`config.mk`:
```
export PLATFORM = sky130hd
export DESIGN_NAME = cnn_accel_ctrl_flat
export DESIGN_NICKNAME = d
export VERILOG_FILES = /design/src/rtl/cnn_accel_pkg.sv /design/src/rtl/cnn_accel_ctrl_if.sv /design/src/rtl/cnn_accel_ctrl_regfile.sv /design/src/rtl/cnn_accel_ctrl.sv /design/src/flat_wrapper.sv
export SDC_FILE = /design/constraint.sdc
export NUM_CORES = 1
export LEC_CHECK = 0
export ABC_AREA = 1
export BUFFER_PORTS_ARGS = -buffer_cell sky130_fd_sc_hd__buf_2
export CAP_MARGIN = 25
export CORE_UTILIZATION = 39
export CTS_BUF_LIST = sky130_fd_sc_hd__clkbuf_8
export CTS_CLUSTER_DIAMETER = 60
export DETAILED_ROUTE_END_ITERATION = 8
export GPL_ROUTABILITY_DRIVEN = 0
export PLACE_DENSITY_LB_ADDON = 0.1
export REMOVE_ABC_BUFFERS = 1
export SLEW_MARGIN = 20
export SYNTH_ARGS = -nofsm -noshare
export SYNTH_HDL_FRONTEND = slang
export SYNTH_SLANG_ARGS = --single-unit
```
`constraint.sdc`:
```
create_clock -name clk -period 7.3 [get_ports clk]
set_input_delay 1.46 -clock clk [delete_from_list [all_inputs] [get_ports clk]]
set_output_delay 1.46 -clock clk [all_outputs]
set_load 0.05 [all_outputs]
```
`src/rtl/cnn_accel_pkg.sv`:
```
// Shared definitions for the CNN accelerator job sequencer: register map
// word indices (byte offset >> 2), CTRL/STATUS bit positions, FSM encoding.
package cnn_accel_pkg;

    localparam logic [3:0] REG_CTRL        = 4'h0;
    localparam logic [3:0] REG_STATUS      = 4'h1;
    localparam logic [3:0] REG_SRC_BASE    = 4'h2;
    localparam logic [3:0] REG_DST_BASE    = 4'h3;
    localparam logic [3:0] REG_NUM_TILES   = 4'h4;
    localparam logic [3:0] REG_TILE_STRIDE = 4'h5;
    localparam logic [3:0] REG_TILES_DONE  = 4'h6;
    localparam logic [3:0] REG_CYCLES      = 4'h7;

    localparam int CTRL_START  = 0;
    localparam int CTRL_ABORT  = 1;
    localparam int CTRL_IRQ_EN = 2;

    localparam int STAT_BUSY    = 0;
    localparam int STAT_DONE    = 1;
    localparam int STAT_ERR     = 2;
    localparam int STAT_ABORTED = 3;

    typedef enum logic [1:0] {
        ST_IDLE  = 2'd0,
        ST_ISSUE = 2'd1,
        ST_WAIT  = 2'd2,
        ST_DRAIN = 2'd3
    } state_e;

endpackage

```
`src/rtl/cnn_accel_ctrl_if.sv`:
```
// MMIO + tile-request bundle of the job sequencer. "slave" is the sequencer
// side, "master" is the MMIO host plus compute datapath side.
// Tile handshake: tile_req_valid rises with stable addresses and stays high
// with addresses unchanged until the cycle tile_req_ready is also high; that
// cycle is the transfer. tile_done pulses once per transferred tile and
// tile_err is meaningful only while tile_done is high.
interface cnn_accel_ctrl_if #(
    parameter int ADDR_W = 32
);
    import cnn_accel_pkg::*;

    logic              mmio_write_en;
    logic              mmio_read_en;
    logic [31:0]       mmio_addr;
    logic [31:0]       mmio_wdata;
    logic [31:0]       mmio_rdata;
    logic              tile_req_valid;
    logic              tile_req_ready;
    logic [ADDR_W-1:0] tile_src_addr;
    logic [ADDR_W-1:0] tile_dst_addr;
    logic              tile_done;
    logic              tile_err;
    logic              intr;
    state_e            dbg_state;

    modport slave (
        input  mmio_write_en, mmio_read_en, mmio_addr, mmio_wdata,
        input  tile_req_ready, tile_done, tile_err,
        output mmio_rdata, tile_req_valid, tile_src_addr, tile_dst_addr,
        output intr, dbg_state
    );

    modport master (
        output mmio_write_en, mmio_read_en, mmio_addr, mmio_wdata,
        output tile_req_ready, tile_done, tile_err,
        input  mmio_rdata, tile_req_valid, tile_src_addr, tile_dst_addr,
        input  intr, dbg_state
    );

endinterface

```
`src/rtl/cnn_accel_ctrl_regfile.sv`:
```
// Control/status register file: MMIO decode, W1C status, config registers,
// registered read mux and registered interrupt.
// Optional busy-cycle counter at 0x1C is built only with CNN_CTRL_PERF_EN.
module cnn_accel_ctrl_regfile
    import cnn_accel_pkg::*;
#(
    parameter int TILE_CNT_W = 16,
    parameter int ADDR_W     = 32
) (
    input  logic                  clk,
    input  logic                  reset,
    input  logic                  write_en_i,
    input  logic                  read_en_i,
    input  logic [3:0]            reg_idx_i,
    input  logic [31:0]           wdata_i,
    output logic [31:0]           rdata_o,
    input  logic                  busy_i,
    input  logic                  start_accept_i,
    input  logic                  set_done_i,
    input  logic                  set_err_i,
    input  logic                  set_aborted_i,
    input  logic [TILE_CNT_W-1:0] tiles_done_i,
    output logic                  start_o,
    output logic                  abort_o,
    output logic [ADDR_W-1:0]     src_base_o,
    output logic [ADDR_W-1:0]     dst_base_o,
    output logic [ADDR_W-1:0]     stride_o,
    output logic [TILE_CNT_W-1:0] num_tiles_o,
    output logic                  intr_o
);

    logic                  irq_en_q, irq_en_d;
    logic                  done_q, done_d, err_q, err_d, aborted_q, aborted_d;
    logic [ADDR_W-1:0]     src_base_q, src_base_d, dst_base_q, dst_base_d;
    logic [ADDR_W-1:0]     stride_q, stride_d;
    logic [TILE_CNT_W-1:0] num_tiles_q, num_tiles_d;
    logic [31:0]           rdata_q, rdata_d, rd_val;
    logic                  intr_q, intr_d;
    logic                  ctrl_wr, stat_wr, cfg_wr;

    assign ctrl_wr = write_en_i && (reg_idx_i == REG_CTRL);
    assign stat_wr = write_en_i && (reg_idx_i == REG_STATUS);
    // Job configuration is frozen while a job is running.
    assign cfg_wr  = write_en_i && !busy_i;

    // ABORT wins over START in the same write.
    assign start_o = ctrl_wr && wdata_i[CTRL_START] && !wdata_i[CTRL_ABORT];
    assign abort_o = ctrl_wr && wdata_i[CTRL_ABORT];

`ifdef CNN_CTRL_PERF_EN
    logic [31:0] cycles_q, cycles_d;

    // Busy-cycle counter: cleared by an accepted START, saturating.
    always_comb begin
        cycles_d = cycles_q;
        if (start_accept_i)
            cycles_d = '0;
        else if (busy_i && (cycles_q != 32'hFFFF_FFFF))
            cycles_d = cycles_q + 32'd1;
    end

    // Busy-cycle counter register.
    always_ff @(posedge clk or posedge reset) begin
        if (reset) cycles_q <= '0;
        else       cycles_q <= cycles_d;
    end
`else
    logic unused_start_accept;
    assign unused_start_accept = start_accept_i;
`endif

    // Next-state for config, status (hardware set beats W1C) and interrupt.
    always_comb begin
        irq_en_d    = irq_en_q;
        src_base_d  = src_base_q;
        dst_base_d  = dst_base_q;
        num_tiles_d = num_tiles_q;
        stride_d    = stride_q;
        if (ctrl_wr)
            irq_en_d = wdata_i[CTRL_IRQ_EN];
        if (cfg_wr && (reg_idx_i == REG_SRC_BASE))    src_base_d  = wdata_i[ADDR_W-1:0];
        if (cfg_wr && (reg_idx_i == REG_DST_BASE))    dst_base_d  = wdata_i[ADDR_W-1:0];
        if (cfg_wr && (reg_idx_i == REG_NUM_TILES))   num_tiles_d = wdata_i[TILE_CNT_W-1:0];
        if (cfg_wr && (reg_idx_i == REG_TILE_STRIDE)) stride_d    = wdata_i[ADDR_W-1:0];
        done_d    = (done_q    && !(stat_wr && wdata_i[STAT_DONE]))    || set_done_i;
        err_d     = (err_q     && !(stat_wr && wdata_i[STAT_ERR]))     || set_err_i;
        aborted_d = (aborted_q && !(stat_wr && wdata_i[STAT_ABORTED])) || set_aborted_i;
        intr_d    = irq_en_q && (done_q || err_q || aborted_q);
    end

    // Read mux; rdata only updates on a read strobe.
    always_comb begin
        rd_val = '0;
        case (reg_idx_i)
            REG_CTRL:        rd_val[CTRL_IRQ_EN] = irq_en_q;
            REG_STATUS:      rd_val[3:0] = {aborted_q, err_q, done_q, busy_i};
            REG_SRC_BASE:    rd_val[ADDR_W-1:0] = src_base_q;
            REG_DST_BASE:    rd_val[ADDR_W-1:0] = dst_base_q;
            REG_NUM_TILES:   rd_val[TILE_CNT_W-1:0] = num_tiles_q;
            REG_TILE_STRIDE: rd_val[ADDR_W-1:0] = stride_q;
            REG_TILES_DONE:  rd_val[TILE_CNT_W-1:0] = tiles_done_i;
`ifdef CNN_CTRL_PERF_EN
            REG_CYCLES:      rd_val = cycles_q;
`endif
            default:         rd_val = '0;
        endcase
        rdata_d = read_en_i ? rd_val : rdata_q;
    end

    // Register state.
    always_ff @(posedge clk or posedge reset) begin
        if (reset) begin
            irq_en_q    <= 1'b0;
            done_q      <= 1'b0;
            err_q       <= 1'b0;
            aborted_q   <= 1'b0;
            src_base_q  <= '0;
            dst_base_q  <= '0;
            num_tiles_q <= '0;
            stride_q    <= '0;
            rdata_q     <= '0;
            intr_q      <= 1'b0;
        end else begin
            irq_en_q    <= irq_en_d;
            done_q      <= done_d;
            err_q       <= err_d;
            aborted_q   <= aborted_d;
            src_base_q  <= src_base_d;
            dst_base_q  <= dst_base_d;
            num_tiles_q <= num_tiles_d;
            stride_q    <= stride_d;
            rdata_q     <= rdata_d;
            intr_q      <= intr_d;
        end
    end

    assign rdata_o     = rdata_q;
    assign intr_o      = intr_q;
    assign src_base_o  = src_base_q;
    assign dst_base_o  = dst_base_q;
    assign stride_o    = stride_q;
    assign num_tiles_o = num_tiles_q;

endmodule

```
`src/rtl/cnn_accel_ctrl.sv`:
```
// CNN accelerator job sequencer: walks NUM_TILES tiles, one request at a
// time, advancing source/destination addresses by TILE_STRIDE.
// Optional CYCLES counter (0x1C) is enabled by defining CNN_CTRL_PERF_EN.
module cnn_accel_ctrl
    import cnn_accel_pkg::*;
#(
    parameter int TILE_CNT_W = 16,
    parameter int ADDR_W     = 32
) (
    input logic            clk,
    input logic            reset,
    cnn_accel_ctrl_if.slave bus
);

    state_e                state_q, state_d;
    logic [ADDR_W-1:0]     src_q, src_d, dst_q, dst_d;
    logic [TILE_CNT_W-1:0] tiles_done_q, tiles_done_d, tiles_done_inc;
    logic [ADDR_W-1:0]     src_base, dst_base, stride;
    logic [TILE_CNT_W-1:0] num_tiles;
    logic                  start, abort, busy, last_tile;
    logic                  req_valid, load, advance, start_accept;
    logic                  set_done, set_err, set_aborted;
    logic                  unused_addr_bits;

    assign unused_addr_bits = ^{bus.mmio_addr[31:6], bus.mmio_addr[1:0]};

    assign busy           = (state_q != ST_IDLE);
    assign tiles_done_inc = tiles_done_q + TILE_CNT_W'(1);
    assign last_tile      = (tiles_done_inc == num_tiles);

    cnn_accel_ctrl_regfile #(
        .TILE_CNT_W(TILE_CNT_W),
        .ADDR_W    (ADDR_W)
    ) u_regfile (
        .clk           (clk),
        .reset         (reset),
        .write_en_i    (bus.mmio_write_en),
        .read_en_i     (bus.mmio_read_en),
        .reg_idx_i     (bus.mmio_addr[5:2]),
        .wdata_i       (bus.mmio_wdata),
        .rdata_o       (bus.mmio_rdata),
        .busy_i        (busy),
        .start_accept_i(start_accept),
        .set_done_i    (set_done),
        .set_err_i     (set_err),
        .set_aborted_i (set_aborted),
        .tiles_done_i  (tiles_done_q),
        .start_o       (start),
        .abort_o       (abort),
        .src_base_o    (src_base),
        .dst_base_o    (dst_base),
        .stride_o      (stride),
        .num_tiles_o   (num_tiles),
        .intr_o        (bus.intr)
    );

    // FSM state register.
    always_ff @(posedge clk or posedge reset) begin
        if (reset) state_q <= ST_IDLE;
        else       state_q <= state_d;
    end

    // FSM next state. An abort racing the handshake lets the tile go and drains it.
    always_comb begin
        state_d = state_q;
        case (state_q)
            ST_IDLE:  if (start && (num_tiles != '0)) state_d = ST_ISSUE;
            ST_ISSUE: begin
                if (bus.tile_req_ready) state_d = abort ? ST_DRAIN : ST_WAIT;
                else if (abort)         state_d = ST_IDLE;
            end
            ST_WAIT: begin
                if (bus.tile_done)
                    state_d = (bus.tile_err || last_tile || abort) ? ST_IDLE : ST_ISSUE;
                else if (abort)
                    state_d = ST_DRAIN;
            end
            ST_DRAIN: if (bus.tile_done) state_d = ST_IDLE;
            default:  state_d = ST_IDLE;
        endcase
    end

    // FSM outputs: request valid, counter controls and status set pulses.
    always_comb begin
        req_valid    = 1'b0;
        load         = 1'b0;
        advance      = 1'b0;
        start_accept = 1'b0;
        set_done     = 1'b0;
        set_err      = 1'b0;
        set_aborted  = 1'b0;
        case (state_q)
            ST_IDLE: begin
                if (start) begin
                    start_accept = 1'b1;
                    load         = 1'b1;
                    set_done     = (num_tiles == '0);
                end
            end
            ST_ISSUE: begin
                req_valid   = 1'b1;
                set_aborted = abort && !bus.tile_req_ready;
            end
            ST_WAIT: begin
                if (bus.tile_done) begin
                    advance = 1'b1;
                    if (bus.tile_err)  set_err     = 1'b1;
                    else if (last_tile) set_done   = 1'b1;
                    else if (abort)     set_aborted = 1'b1;
                end
            end
            ST_DRAIN: set_aborted = bus.tile_done;
            default: ;
        endcase
    end

    // Working address / tile counter next state.
    always_comb begin
        src_d        = src_q;
        dst_d        = dst_q;
        tiles_done_d = tiles_done_q;
        if (load) begin
            src_d        = src_base;
            dst_d        = dst_base;
            tiles_done_d = '0;
        end else if (advance) begin
            src_d        = src_q + stride;
            dst_d        = dst_q + stride;
            tiles_done_d = tiles_done_inc;
        end
    end

    // Working address / tile counter registers.
    always_ff @(posedge clk or posedge reset) begin
        if (reset) begin
            src_q        <= '0;
            dst_q        <= '0;
            tiles_done_q <= '0;
        end else begin
            src_q        <= src_d;
            dst_q        <= dst_d;
            tiles_done_q <= tiles_done_d;
        end
    end

    assign bus.tile_req_valid = req_valid;
    assign bus.tile_src_addr  = src_q;
    assign bus.tile_dst_addr  = dst_q;
    assign bus.dbg_state      = state_q;

endmodule

```
`src/flat_wrapper.sv`:
```
// flat-port wrapper written by rule: the top's interface ports become plain ports
module cnn_accel_ctrl_flat import cnn_accel_pkg::*;
#(
    parameter int TILE_CNT_W = 16,
    parameter int ADDR_W     = 32
)
  (clk, reset, bus_mmio_write_en, bus_mmio_read_en, bus_mmio_addr, bus_mmio_wdata, bus_tile_req_ready, bus_tile_done, bus_tile_err, bus_mmio_rdata, bus_tile_req_valid, bus_tile_src_addr, bus_tile_dst_addr, bus_intr, bus_dbg_state);
  cnn_accel_ctrl_if #(.ADDR_W(ADDR_W)) bus_i ();
  input logic clk;
  input logic reset;
  input wire logic [$bits(bus_i.mmio_write_en)-1:0] bus_mmio_write_en;
  input wire logic [$bits(bus_i.mmio_read_en)-1:0] bus_mmio_read_en;
  input wire logic [$bits(bus_i.mmio_addr)-1:0] bus_mmio_addr;
  input wire logic [$bits(bus_i.mmio_wdata)-1:0] bus_mmio_wdata;
  input wire logic [$bits(bus_i.tile_req_ready)-1:0] bus_tile_req_ready;
  input wire logic [$bits(bus_i.tile_done)-1:0] bus_tile_done;
  input wire logic [$bits(bus_i.tile_err)-1:0] bus_tile_err;
  output wire logic [$bits(bus_i.mmio_rdata)-1:0] bus_mmio_rdata;
  output wire logic [$bits(bus_i.tile_req_valid)-1:0] bus_tile_req_valid;
  output wire logic [$bits(bus_i.tile_src_addr)-1:0] bus_tile_src_addr;
  output wire logic [$bits(bus_i.tile_dst_addr)-1:0] bus_tile_dst_addr;
  output wire logic [$bits(bus_i.intr)-1:0] bus_intr;
  output wire logic [$bits(bus_i.dbg_state)-1:0] bus_dbg_state;
  assign bus_i.mmio_write_en = bus_mmio_write_en;
  assign bus_i.mmio_read_en = bus_mmio_read_en;
  assign bus_i.mmio_addr = bus_mmio_addr;
  assign bus_i.mmio_wdata = bus_mmio_wdata;
  assign bus_i.tile_req_ready = bus_tile_req_ready;
  assign bus_i.tile_done = bus_tile_done;
  assign bus_i.tile_err = bus_tile_err;
  assign bus_mmio_rdata = bus_i.mmio_rdata;
  assign bus_tile_req_valid = bus_i.tile_req_valid;
  assign bus_tile_src_addr = bus_i.tile_src_addr;
  assign bus_tile_dst_addr = bus_i.tile_dst_addr;
  assign bus_intr = bus_i.intr;
  assign bus_dbg_state = bus_i.dbg_state;
  cnn_accel_ctrl #(.TILE_CNT_W(TILE_CNT_W), .ADDR_W(ADDR_W)) u_core (.clk(clk), .reset(reset), .bus(bus_i));
endmodule
```
==> results of run 1 <==
[final timing paths]
path	end	slack [ns]	cells past startpoint
max	u_core.u_regfile.rdata_o[13]	3.69	9
min	u_core.u_regfile.src_base_o[24]	0.48	2
max reg2reg	u_core.tiles_done_q[5]	4.46	7
min reg2reg	u_core.u_regfile.src_base_o[24]	0.48	2
max in group asynchronous	u_core.bus.tile_src_addr[8]	5.06	3
min in group asynchronous	u_core.u_regfile.stride_o[20]	0.97	2
[where the power goes]
group          total [mW]  switching, mW  internal (mW)  leakage (nW)
clock network        1.28          0.584          0.699         0.496
logic                3.31           2.30           1.00          4.61
registers            2.35          0.569           1.78          3.04
total                6.93           3.46           3.48          8.14
[synthesized netlist by cell type (13+ instances only)]
master	n
clkbuf_1	40
o211ai_1	38
o21ai_0	226
inv_1	217
mux2_2	19
o22ai_1	13
nor2_1	125
buf_2	17
nand3_1	100
nand4_1	32
a22o_1	15
a21oi_1	110
nand2_1	525
ha_1	63
dfrtp_1	231
[routing by layer]
metal	vias to the layer above	share of wire	GRT usage
li1	6619	-	-
met1	6384	0.44	0.340
met2	374	0.47	0.433
met3	84	0.053	0.0427
met4	0	0.034	0.100
met5	-	0	0
[critical path, stage by stage]
cell and delay, ns:
buf_2 0.12, inv_1 0.05, nor2_1 0.04, nand2_1 0.74, inv_1 0.60, buf_16 0.32
a22o_1 0.25, o31ai_1 0.29, o21ai_0 0.13
[final cells by class]
cell class / instances / area share
multi-input combinational: 1389 / 0.450
sequential: 231 / 0.357
timing repair buffer: 156 / 0.0524
inverter: 220 / 0.0514
clock buffer: 54 / 0.0459
tap: 461 / 0.0356
clock inverter: 22 / 0.00757
[registers in the layout, summed over array words and instances (netlist names), 2 cells and up]
| register | count |
|---|---|
| u_core.u_regfile.num_tiles_o | 16 |
| u_core.bus.tile_dst_addr | 32 |
| u_core.u_regfile.rdata_o | 32 |
| u_core.bus.tile_src_addr | 32 |
| u_core.bus.dbg_state | 2 |
| u_core.tiles_done_q | 16 |
| u_core.u_regfile.src_base_o | 32 |
| u_core.u_regfile.stride_o | 32 |
| u_core.u_regfile.dst_base_o | 32 |
[cell families (layout without fill, tap and decap cells)]
group,Yosys count,after routing,synth area share
XOR/XNOR,14,14,0.00867
AO/OA/AOI/OAI,455,455,0.182
flip-flops,231,231,0.409
multiplexers,20,20,0.0158
adder cells (fa/ha/maj),65,65,0.0585
buffers and inverters,280,452,0.0766
AND/OR/NAND/NOR,835,835,0.250
[metrics by stage]
| stage | power (mW) | cell area [um2] | TNS, ns |
|---|---|---|---|
| floorplan | 4.64 | 13900 | -113.87 |
| global route | 7.48 | 16200 | 0 |
| global placement | 5.59 | 15300 | 0 |
| CTS | 6.96 | 16200 | 0 |
| finish | 6.93 | 16200 | 0 |
| detailed placement | 5.65 | 15300 | 0 |
==> summary.txt, run 1 <==
Synthesis
  – Post-synth top area share: 0.409
  – Synth cell types: 51
  – Post-synth EDFFs: 0
  – Largest cells by area after synthesis: dfrtp_1, nand2_1, o21ai_0, inv_1, ha_1
  – Most used flip-flop cell after synthesis: dfrtp_1
  – Synthesis Warnings: 0
  – Synth Register Bits: 231
  – Cells after Synth: 1900
  – Post-synthesis area per instance: 7.45 um2
  – Synth area leader: dfrtp_1
  – Post-synth ARST share: 1.00
  – Sequential area share after synthesis: 0.409
  – Mapped Area: 14100 um2

Final layout
  – Fraction of layout cells with a size suffix above 1: 0.134
  – Number of antenna diodes: 0
  – Storage cell area: 5780 um2
  – Commonest non-fill, non-tap cells in the layout: nand2_1, inv_1, dfrtp_1, o21ai_0, buf_2
  – Post-layout util: 0.454
  – Nets: 2179
  – Area of the multi-input gates: 7300 um2
  – Synth-to-Final Area Change: 14.5%
  – Final std cells w/o fill: 2533
  – Fillers: 3690
  – Most common cell after layout, fill and taps aside: nand2_1

GRT
  – Antenna violations before repair: 0
  – Largest net degree at the start of global routing: 132
  – Vias in the first global route: 13000
  – First-pass GRT wire length: 73600 um
  – Grt ovf: 0
  – GRT Total Usage: 0.261

Critical path
  – CP Capture Type: flop
  – WP data arrival: 4.04 ns
  – Critical path launch point: bus_mmio_addr[3]
  – Setup CP Type: primary input to flop
  – CP startpoint kind: primary input
  – CP Max Fanout: 14
  – R2R Path Start: u_core.bus.dbg_state[0]
  – CP required: 7.73 ns

Placed design
  – Placed cell count: 2457
  – Detailed Place HPWL: 34600 um
  – Pre-CTS setup slack: 3.17 ns
  – PortBufs: 142

Clocking
  – CTS Sinks: 231
  – Clk buf depth: 3
  – Worst-Skew Late Latency: 0.58 ns
  – CTS resizes: 0
  – Clock root buffer: clkbuf_8
  – CTS clk-pin slew, worst paths: 0.05 ns
  – Post-CTS Setup Repair Bufs: 0
  – Hold buffers post-CTS: 0
  – H-tree depth: 2
  – CTS Buf Count: 45
  – TritonCTS clock tree: yes

Die
  – Die span in x: 192 um
  – FP Rows: 69
  – I/O pins: 171
  – Die footprint: 37000 um2
  – Initial core utilization: 0.397
  – Core area: 35700 um2
  – Chip Height: 192 um

Timing
  – Endpoints failing hold: 0
  – Fin crit share: 0.495
  – Setup ws final: 3.69 ns
  – Max Clock Skew: 0.0183 ns
  – Worst-Margin Slew: 1.02 ns
  – Tmin final: 3.61 ns
  – Setup violators final: 0
  – RSZ-0062 raised after global routing: false
  – Final max-slew violation count: 0
  – Min Hold Slack: 0.485 ns
  – Fmax: 277 MHz
  – Worst rel slew slack: 0.315

Power
  – Cell Pwr Density: 428 nW/um2
  – Leak: 8.14 nW
  – Peak supply drop: 0.000217 V

Drt
  – Vias per cell: 5.31
  – DRT antenna net count: 0
  – Detailed Routing Iterations Pass 1: 8
  – Drc violations: 22
  – Drt wl/cell: 18.7 um
  – Post-Route WL: 47500 um
  – Via count: 13500
  – Drt first-iter violations: 890

Outcome
  – Violated checks: DRC
  – Status: complete, but fails checks

Run
  – Max cap viols: 0

Hold path
  – Hold_sp: u_core.u_regfile.src_base_o[24]
  – Min-delay worst type: flop to flop
Note: power is estimated with default switching activity, not from simulation.
==> run 2, diff against run 1 <==
==> constraint.sdc (replaced) <==
create_clock -name clk -period 3.74 [get_ports clk]
set_input_delay 0.748 -clock clk [delete_from_list [all_inputs] [get_ports clk]]
set_output_delay 0.748 -clock clk [all_outputs]
set_load 0.05 [all_outputs]
==> summary.txt, run 2 (synthesis gave the netlist of run 1 again) <==
Outcome
  – Status: complete, but fails checks
  – Violated checks: DRC

GRT
  – First-pass GRT wire length: 73700 um
  – Vias in the first global route: 13100
  – Grt ovf: 0
  – Largest net degree at the start of global routing: 95
  – Antenna violations before repair: 0
  – GRT Total Usage: 0.262

Timing
  – Tmin final: 2.67 ns
  – Endpoints failing hold: 0
  – Setup violators final: 0
  – Worst rel slew slack: 0.444
  – Final max-slew violation count: 0
  – Worst-Margin Slew: 0.834 ns
  – Fin crit share: 0.713
  – Setup TNS: 0 ns
  – RSZ-0062 raised after global routing: false
  – Max Clock Skew: 0.0413 ns
  – Fmax: 375 MHz

Hold path
  – Min-delay worst type: primary input to async pin

Critical path
  – WP data arrival: 3.10 ns
  – CP Max Fanout: 17
  – CP Capture Type: flop
  – Slowest CP cell: nor2_1
  – R2R Path Start: u_core.bus.dbg_state[0]
  – CP cell instances: nor2_1 > inv_1 > nor2_1 > nand2_1 > buf_4 > nand2_1 > o21ai_0
  – R2r endpoint: u_core.u_regfile.num_tiles_o[11]
  – CP required: 4.17 ns
  – R2r worst-path depth: 7
  – Register-to-register setup slack: 1.07 ns
  – Crit-path max cell delay: 0.62 ns
  – CP startpoint kind: flop
  – Setup CP Type: flop to flop

Die
  – FP Rows: 69
  – Core area: 35700 um2
  – Initial core utilization: 0.397
  – Die footprint: 37000 um2
  – Chip Height: 192 um
  – Die span in x: 192 um
  – I/O pins: 171

Final layout
  – Nets: 2187
  – Fillers: 3742
  – Commonest non-fill, non-tap cells in the layout: nand2_1, dfrtp_1, inv_1, o21ai_0, buf_2
  – Fraction of layout cells with a size suffix above 1: 0.139
  – Synth-to-Final Area Change: 14.9%
  – Area of the multi-input gates: 7300 um2
  – Storage cell area: 5780 um2
  – Number of antenna diodes: 0
  – Most common cell after layout, fill and taps aside: nand2_1
  – Final std cells w/o fill: 2540

Power
  – Peak supply drop: 0.000393 V
  – Leak: 8.18 nW
  – Cell Pwr Density: 836 nW/um2

Clocking
  – Worst-Skew Late Latency: 0.60 ns
  – Clock root buffer: clkbuf_8
  – Post-CTS Setup Repair Bufs: 0
  – CTS Sinks: 231
  – Hold buffers post-CTS: 0
  – Clk buf depth: 3
  – CTS resizes: 0
  – CTS Buf Count: 45
  – TritonCTS clock tree: yes
  – H-tree depth: 2
  – CTS clk-pin slew, worst paths: 0.06 ns

Drt
  – Vias per cell: 5.32
  – Drc violations: 22
  – Drt first-iter violations: 1009
  – Detailed Routing Iterations Pass 1: 8
  – DRT antenna net count: 0
  – Drt wl/cell: 18.8 um
  – Post-Route WL: 47700 um
  – Via count: 13500

Placed design
  – Placed cell count: 2465
  – PortBufs: 142
  – Detailed Place HPWL: 35900 um

Run
  – Max cap viols: 0
run 2: cell count changes in the layout (fill, tap and decap cells not counted):
cell / change
buf_12: +2
buf_16: -1
buf_4: +7
clkbuf_8: -1
clkinv_2: +5
clkinv_4: +1
clkinvlp_4: -1
inv_1: -5
nand2_1: +1
nand2_2: -1
run 2: worst max path at each step:
stage	start	end	cells past startpoint
6_report	u_core.bus.dbg_state[0]	u_core.u_regfile.num_tiles_o[11]	7
3_5_place_dp	bus_mmio_write_en	u_core.u_regfile.num_tiles_o[11]	7
2_1_floorplan	reset	u_core.bus.dbg_state[0]	1
5_1_grt	u_core.bus.dbg_state[0]	u_core.u_regfile.num_tiles_o[12]	7
4_1_cts	u_core.bus.dbg_state[0]	u_core.u_regfile.num_tiles_o[11]	7
3_3_place_gp	bus_mmio_write_en	u_core.u_regfile.num_tiles_o[11]	7
run 2: routing by layer:
layer	wire length, um	global-route usage	vias to the layer above
met5	0	0	-
met4	2170	0.129	0
met3	2420	0.0369	109
met2	22100	0.429	409
met1	21000	0.339	6363
li1	-	-	6639
run 2: critical path, delay by kind of cell, from the launching register on:
family          cells  cell delay [ns]
buf+inv             2             0.51
compound gates      1             0.07
simple gates        4             1.48
flops               1             0.45
run 2: area by class of cell:
cell class | count | share of cell area
Clock inverter | 22 | 0.00800
Tap cell | 461 | 0.0355
Multi-Input combinational cell | 1389 | 0.449
Timing Repair Buffer | 164 | 0.0562
Inverter | 220 | 0.0513
Clock buffer | 53 | 0.0449
Sequential cell | 231 | 0.356
run 2: per-stage QoR:
stage	area [um2]	util	hold slack, ns	setup slack (ns)	power [mW]
final	16300	0.456	0.251	1.07	13.6
after global routing	16300	0.456	0.273	0.902	14.6
after CTS	16300	0.456	0.283	1.09	13.6
after detailed placement	15400	0.432	0.475	1.02	11.1
after global placement	15400	0.432	0.468	1.03	11.0
after floorplan	13900	-	0.453	-3.34	9.06
run 2: power by group:
part	switching, mW	internal (mW)
clock	1.15	1.35
combinational	4.49	1.96
sequential	1.17	3.47
total	6.81	6.78
==> run 3, diff against run 2 <==
--- a/config.mk
+++ b/config.mk
@@ -5,7 +5,7 @@
 export SDC_FILE = /design/constraint.sdc
 export NUM_CORES = 1
 export LEC_CHECK = 0
-export ABC_AREA = 1
+export ABC_AREA = 0
 export BUFFER_PORTS_ARGS = -buffer_cell sky130_fd_sc_hd__buf_2
 export CAP_MARGIN = 25
 export CORE_UTILIZATION = 39
==> constraint.sdc (replaced) <==
create_clock -name clk -period 2.6 [get_ports clk]
set_input_delay 0.52 -clock clk [delete_from_list [all_inputs] [get_ports clk]]
set_output_delay 0.52 -clock clk [all_outputs]
set_load 0.05 [all_outputs]
==> summary.txt, run 3 <==
Synthesis
  – Count leader, synth: dfrtp_1
  – Post-synth EDFFs: 0
  – Cells after Synth: 1310
  – Synth Register Bits: 231
  – Synth area leader: dfrtp_1
  – Synthesis Warnings: 0
  – Post-synthesis area per instance: 10.2 um2
  – Post-synth top area share: 0.434
  – Synth cell count leaders: dfrtp_1, nand2_1, nor2_1, o21ai_1, a21oi_1
  – Mapped Area: 13300 um2
  – Most used flip-flop cell after synthesis: dfrtp_1
  – Synth cell types: 67
  – Sequential area share after synthesis: 0.434
  – Largest cells by area after synthesis: dfrtp_1, ha_1, mux2_1, mux2_2, a22oi_1
  – Post-synth ARST share: 1.00

Die
  – I/O pins: 171
  – FP Rows: 67
  – Core area: 33500 um2
  – Die footprint: 34900 um2
  – Chip Height: 187 um
  – Die span in x: 187 um
  – Initial core utilization: 0.397

GRT
  – Grt ovf: 0
  – First-pass GRT wire length: 68200 um
  – Antenna violations before repair: 1
  – Vias in the first global route: 12000
  – GRT Total Usage: 0.250
  – Largest net degree at the start of global routing: 62

Timing
  – Setup violators final: 15
  – Tmin final: 2.74 ns
  – Fmax: 364 MHz
  – Final max-slew violation count: 0
  – Setup TNS: -0.978 ns
  – Max Clock Skew: 0.0228 ns
  – Endpoints failing hold: 0
  – RSZ-0062 raised after global routing: true
  – Worst-Margin Slew: 0.612 ns
  – Worst rel slew slack: 0.588
  – Setup ws final: -0.144 ns
  – Fin crit share: 1.06
  – Min Hold Slack: 0.00663 ns

Clocking
  – CTS Buf Count: 44
  – Clk buf depth: 3
  – H-tree depth: 2
  – Worst-Skew Late Latency: 0.56 ns
  – Hold buffers post-CTS: 0
  – Clock root buffer: clkbuf_8
  – CTS Sinks: 231
  – CTS clk-pin slew, worst paths: 0.06 ns
  – TritonCTS clock tree: yes

Final layout
  – Area of the multi-input gates: 7970 um2
  – Post-layout util: 0.535
  – Final instance area: 18000 um2
  – Synth-to-Final Area Change: 34.8%
  – Storage cell area: 5780 um2
  – Most common cell after layout, fill and taps aside: dfrtp_1
  – Final std cells w/o fill: 2144
  – Nets: 1802
  – Fraction of layout cells with a size suffix above 1: 0.357
  – Fillers: 3031
  – Commonest non-fill, non-tap cells in the layout: dfrtp_1, buf_4, buf_2, nand2_1, nor2_1

Placed design
  – PortBufs: 142
  – Placed cell count: 2042
  – Area after DPL: 16100 um2
  – Pre-CTS setup slack: -0.480 ns
  – Detailed Place HPWL: 30700 um

Drt
  – Via count: 11800
  – Drt first-iter violations: 514
  – DRT antenna net count: 0
  – Post-Route WL: 43700 um
  – Detailed Routing Iterations Pass 1: 5
  – Drt wl/cell: 20.4 um
  – Vias per cell: 5.50
  – Drc violations: 0

Critical path
  – CP startpoint kind: flop
  – Setup CP Type: flop to flop
  – CP required: 3.05 ns
  – CP Max Fanout: 4
  – R2r worst-path depth: 13
  – WP data arrival: 3.19 ns
  – CP Capture Type: flop

Run
  – Max cap viols: 0

Power
  – Peak supply drop: 0.000799 V
  – Total power: 23.6 mW
  – Cell Pwr Density: 1320 nW/um2
  – Leak: 8.53 nW

Outcome
  – Status: complete, but fails checks
  – Violated checks: setup timing

Hold path
  – Min-delay worst type: primary input to async pin
## run 3: changes by cell type in the layout (fill, tap and decap cells not counted), moves of 47 or more
cell | before | now
nand2_1 | 525 | 91
o21ai_0 | 226 | 25
buf_4 | 19 | 214
inv_1 | 227 | 33
nand3_1 | 100 | 17
o21ai_1 | 5 | 73
mux2_1 | 0 | 67
a22oi_1 | 0 | 55
a21oi_1 | 110 | 63
## run 3: layer usage
layer	wire length, um	GRT usage	up-vias
li1	-	-	5579
met1	19100	0.319	5828
met2	21000	0.417	293
met3	2180	0.0498	87
met4	1430	0.0911	0
met5	0	0	-
## run 3: worst paths after layout
kind	slack [ns]	from	endpoint
max	-0.14	u_core.u_regfile.stride_o[0]	u_core.bus.tile_src_addr[30]
min	0.007	reset	u_core.bus.tile_src_addr[21]
max reg2reg	-0.14	u_core.u_regfile.stride_o[0]	u_core.bus.tile_src_addr[30]
min reg2reg	0.47	u_core.u_regfile.rdata_o[3]	u_core.u_regfile.rdata_o[3]
max in group asynchronous	1.90	reset	u_core.u_regfile.num_tiles_o[14]
min in group clk	0.20	bus_mmio_wdata[17]	u_core.u_regfile.dst_base_o[17]
## run 3: cell type report
| cell class | instances | area share |
|---|---|---|
| multi-input combinational | 983 | 0.444 |
| sequential | 231 | 0.322 |
| timing repair buffer | 383 | 0.150 |
| clock buffer | 55 | 0.0422 |
| tap | 448 | 0.0312 |
| inverter | 23 | 0.00523 |
| clock inverter | 20 | 0.00460 |
| antenna | 1 | 0.000139 |
## run 3: cell families after synthesis
group	after synthesis	share of synthesized area
AND/OR/NAND/NOR	290	0.102
flip-flops	231	0.434
adder cells (fa/ha/maj)	65	0.0622
XOR/XNOR	75	0.0493
multiplexers	153	0.126
buffers and inverters	96	0.0276
AO/OA/AOI/OAI	400	0.199
## run 3: where the power goes
group | switching, mW | total [mW] | internal [mW]
logic | 7.59 | 13.9 | 6.34
registers | 1.31 | 6.25 | 4.94
clock network | 1.59 | 3.48 | 1.89
total | 10.5 | 23.6 | 13.2
## run 3: timing repair
action,CTS,global route
gates resized for setup,80,73
buffers inserted,19,12
pin swaps,56,53
setup endpoints to repair,29,38
## run 3: critical path: stages, from the launching register on
cell	delay, ns
dfrtp_1	0.42
buf_6	0.14
ha_4	0.17
inv_2	0.06
fa_2	0.20
nor2b_2	0.05
o31a_1	0.32
a211oi_2	0.24
a211oi_2	0.12
o2111ai_2	0.27
nand3_4	0.16
a221oi_2	0.26
xor2_1	0.16
o21ai_1	0.06
